`src/rtl/quad_updown_decoder.sv`:
```
// quad_updown_decoder: quadrature decoder producing step/direction events, a wrapping position count and a saturating illegal-transition count
module quad_updown_decoder #(
    parameter int WIDTH     = 4,
    parameter int ERR_WIDTH = 4
) (
    input  logic                 clk,
    input  logic                 reset,
    input  logic                 enable,
    input  logic                 clear,
    input  logic                 quad_a,
    input  logic                 quad_b,
    output logic [WIDTH-1:0]     count,
    output logic                 up_down,
    output logic                 step,
    output logic                 wrap,
    output logic                 err,
    output logic [ERR_WIDTH-1:0] err_count
);
    typedef enum logic [1:0] {PRIME0, PRIME1, RUN} state_t;

    state_t     state, state_next;
    logic       a_s1, a_s2, b_s1, b_s2;
    logic [1:0] prev, cur, delta;
    logic       fwd, rev, bad;

    // Phase position along the up cycle 00,10,11,01 is {b, a^b}; the
    // modulo-4 difference of positions is 1 for up, 3 for down, 2 for a double jump.
    assign cur   = {a_s2, b_s2};
    assign delta = {cur[0], ^cur} - {prev[0], ^prev};
    assign fwd   = (state == RUN) && (delta == 2'd1);
    assign rev   = (state == RUN) && (delta == 2'd3);
    assign bad   = (state == RUN) && (delta == 2'd2);

    // Two-flop synchronisers for the asynchronous phase inputs
    always_ff @(posedge clk) begin
        if (reset) {a_s1, a_s2, b_s1, b_s2} <= '0;
        else       {a_s1, a_s2, b_s1, b_s2} <= {quad_a, a_s1, quad_b, b_s1};
    end

    // State register
    always_ff @(posedge clk) begin
        state <= reset ? PRIME0 : state_next;
    end

    // Two priming cycles, then run forever
    always_comb begin
        state_next = (state == PRIME0) ? PRIME1 : RUN;
    end

    // Previous phase: seeded on the last priming edge with the value s2 takes
    // on that same edge, so the first run cycle compares like with like
    always_ff @(posedge clk) begin
        if (reset)                 prev <= '0;
        else if (state == PRIME1)  prev <= {a_s1, b_s1};
        else if (state == RUN)     prev <= cur;
    end

    // Position count, direction, one-cycle pulses and saturating error total
    always_ff @(posedge clk) begin
        if (reset) begin
            count     <= '0;
            up_down   <= 1'b1;
            step      <= 1'b0;
            wrap      <= 1'b0;
            err       <= 1'b0;
            err_count <= '0;
        end else begin
            step <= 1'b0;
            wrap <= 1'b0;
            err  <= 1'b0;
            if (clear) begin
                count     <= '0;
                err_count <= '0;
            end else if (bad) begin
                err <= 1'b1;
                if (err_count != '1) err_count <= err_count + 1'b1;
            end else if (enable && (fwd || rev)) begin
                count   <= fwd ? count + 1'b1 : count - 1'b1;
                up_down <= fwd;
                step    <= 1'b1;
                wrap    <= fwd ? (count == '1) : (count == '0);
            end
        end
    end
endmodule

```
`config.mk`:
```
export PLATFORM = sky130hd
export DESIGN_NAME = quad_updown_decoder
export DESIGN_NICKNAME = d
export VERILOG_FILES = /design/src/rtl/quad_updown_decoder.sv
export SDC_FILE = /design/constraint.sdc
export NUM_CORES = 1
export LEC_CHECK = 0
export CAP_MARGIN = 20
export CORE_MARGIN = 3
export CORE_UTILIZATION = 45
export CTS_CLUSTER_SIZE = 8
export DETAILED_ROUTE_END_ITERATION = 7
export HOLD_SLACK_MARGIN = 0.03
export PLACE_DENSITY_LB_ADDON = 0.15
export SYNTH_ARGS = -nofsm -noshare
export SYNTH_HDL_FRONTEND = slang
export SYNTH_SLANG_ARGS = --single-unit
```
`constraint.sdc`:
```
create_clock -name clk -period 2.2 [get_ports clk]
set_clock_uncertainty 0.1 [all_clocks]
set_input_delay 0.22 -clock clk [delete_from_list [all_inputs] [get_ports clk]]
set_output_delay 0.22 -clock clk [all_outputs]
set_load 0.01 [all_outputs]
```
==> results.yml <==
run:
  maxCapViolations: 0
critical_path:
  end_kind: "flop"
  r2r_setup_slack_ps: -80
  crit_path_max_fanout: 3
  cp.required_ps: 2290
  critical_path.cell_chain: "xor2_1, ha_2, xnor3_1, nand3b_1, ha_1, nand3_2, and3_4, o311ai_2, o41ai_1"
  max_stage_delay_ps: 350
  cp.arrival_ps: 2360
  cp_slowest_cell: "ha_1"
  path_class: "reg2reg"
  cp-start-kind: "flop"
grt:
  antenna_found_initial: 0
  grt_max_degree: 13
  grt_pass1_wl_mm: 3.26
  grt_overflow: 0
  track_usage_pct: 16.4
  busiest_layer: "met2"
  grtUsageMet3_pct: 3.15
  use_met1_pct: 20.5
  grt_pass1_vias: 789
  use_met2_pct: 27.6
final_layout:
  fillers: 133
  postLayoutCellArea_um2: 1300
  fin_util_pct: 69.9
  nets: 137
  area_growth_pct: 36.9
  diodes: 0
  drive_above_1_share_pct: 24.8
  ff_latch_area_um2: 405
  multi_input_area_um2: 576
clock_tree:
  cts_root_buf: "clkbuf_4"
  clock_path_buffers: 2
  clk_pin_slew_ps: 110
  clk_latency_ps: 290
  clock-sinks: 20
  cts_max_level: 1
  cts_made_buffers: 3
  cts_tree: "yes"
detailed_routing:
  vias: 774
  drt-pass1-iter-count: 4
  drt-initial-drc-count: 4
  post_drt_wl_per_cell_um: 13.1
  drcViolationCount: 0
  vias_per_cell: 5.30
  antenna_left: 0
  drt_wl_total_mm: 1.92
place:
  place.gp.congestion: 0.792
  place_hpwl_mm: 1.41
  port_buffers: 17
  post_dp_cell_area_um2: 1220
floorplanning:
  die_y_um: 51.9
  coreArea_um2: 1860
  die_w_um: 51.9
  rows: 15
  fp.dieArea_um2: 2690
  start_util_pct: 51.0
  top_level_ports: 18
timing:
  fin_crit_ps: 2280
  layout_setup_ws_ps: -79.0
  hold_violations: 0
  setup_viol: 1
  worstMarginPinSlew_ps: 410
  max_freq_ghz: 0.439
  whs_ps: 366
  maxSlewViolCount: 0
  slew_headroom_pct: 72.6
  rsz0062_at_grt: "true"
  period_share_pct: 104
synthesis:
  synth_top_area_share_pct: 42.2
  synthArstFlopShare_pct: 0
  synth_largest_area_cell: "dfxtp_1"
  synthCells: 92
  synth_cell_types: 31
  ys.flop_type: "dfxtp_1"
  synth_edf_count: 0
  syn_area_um2: 948
  synth_most_common_cell: "dfxtp_1"
  avgSynthCellArea_um2: 10.3
  yosysWarningCount: 0
  synth.net_count: 106
  synth_area_leaders: "dfxtp_1 42%, ha_1 9.2%, nor2_1 4.7%"
  yosys-top-cells-count: "20 x dfxtp_1, 12 x nor2_1, 7 x ha_1"
  synth_seq_cells: 20
  ys_seq_area_share_pct: 42.2
pwr:
  leakagePower_nw: 0.521
  power_uw: 821
  ir_drop_mv: 0.440
  power_density_nw_per_um2: 632
worst_hold_path:
  min_path_type: "reg2reg"
outcome:
  outcome: "finished with violations"
  violations: "setup timing"
==> per-layer routing <==
layer / share of wire [%] / routed length [µm]
met1: 46 / 873
met2: 50 / 951
met3: 4.1 / 78
met4: 0.73 / 14
met5: 0 / 0
==> cells by family (layout without fill, tap and decap cells) <==
group | count (synthesis) | in the layout | synth area share (%)
XOR/XNOR | 7 | 7 | 9.63
AO/OA/AOI/OAI | 14 | 14 | 11.1
buffers and inverters | 5 | 34 | 1.98
multiplexers | 4 | 4 | 4.22
flip-flops | 20 | 20 | 42.2
AND/OR/NAND/NOR | 34 | 34 | 19.5
adder cells (fa/ha/maj) | 8 | 8 | 11.3
==> where the power goes <==
part / leakage [nW] / internal, mW / switching (mW)
sequential: 0.165 / 0.380 / 0.0125
combinational: 0.343 / 0.152 / 0.107
clock: 0.0138 / 0.0637 / 0.106
total: 0.521 / 0.596 / 0.226
==> critical path: cells and delay by family, from the launching register on <==
kind | cells | cell delay, ps
DFF | 1 | 340
xor gates and xnor gates | 2 | 390
and+or+nand+nor | 3 | 430
AOI/OAI and AO/OA | 2 | 360
adders and majority gates | 2 | 540
==> cell type report <==
type	count	area share (%)
Inverter	3	0.867
Multi-Input combinational cell	67	44.3
Tap cell	25	2.41
Timing Repair Buffer	28	19.5
Sequential cell	20	31.2
Clock buffer	3	1.73
==> path summary, 6_finish.rpt <==
check / startpoint / end / depth (start not counted)
max: prev[1]$_SDFFE_PP0P_ / count[3]$_SDFFE_PP0P_ / 9
min: a_s1$_SDFF_PP0_ / a_s2$_SDFF_PP0_ / 1
max reg2reg: prev[1]$_SDFFE_PP0P_ / count[3]$_SDFFE_PP0P_ / 9
min reg2reg: a_s1$_SDFF_PP0_ / a_s2$_SDFF_PP0_ / 1
==> flip-flops by register name, summed over array words and instances, names as in the netlist <==
| register | cells |
|---|---|
| count | 4 |
| err_count | 4 |
| prev | 2 |
| state | 2 |
| a_s1 | 1 |
| a_s2 | 1 |
| b_s1 | 1 |
| b_s2 | 1 |
| err | 1 |
| step | 1 |
| up_down | 1 |
| wrap | 1 |
==> layout by cell type, fill, tap and decap left out, types with 2 or more instances in the layout <==
master | netlist | final
buf_4 | 0 | 11
inv_1 | 3 | 3
xnor2_1 | 3 | 2
nand2_1 | 2 | 2
ha_1 | 7 | 5
o21ai_0 | 2 | 2
nor2_1 | 12 | 12
xor2_1 | 2 | 2
nand3b_1 | 2 | 2
clkbuf_4 | 0 | 3
dfxtp_1 | 20 | 16
a21oi_1 | 4 | 3
nand3_1 | 3 | 2
dfxtp_2 | 0 | 4
clkdlybuf4s50_1 | 0 | 17
a211oi_1 | 2 | 2
nor2b_1 | 6 | 6
nand3_2 | 1 | 2
mux2i_1 | 4 | 4
==> stage by stage <==
| stage | TNS [ps] | worst slack [ps] | instances |
|---|---|---|---|
| after floorplan | -47.3 | -47.3 | 92 |
| after global placement | -16.2 | -16.2 | 139 |
| after detailed placement | -78.7 | -54.0 | 139 |
| after CTS | -28.0 | -28.0 | 144 |
| after global routing | -312 | -187 | 146 |
| final | -79.0 | -79.0 | 146 |
==> what timing repair did <==
| action | in CTS | in global routing |
|---|---|---|
| gates resized for setup | 2 | 5 |
| hold buffers | 0 | 0 |
| buffers inserted | 2 | 2 |
| setup endpoints to repair | 2 | 3 |
| pin swaps | 3 | 4 |
Power figures use the tool's default switching activity.
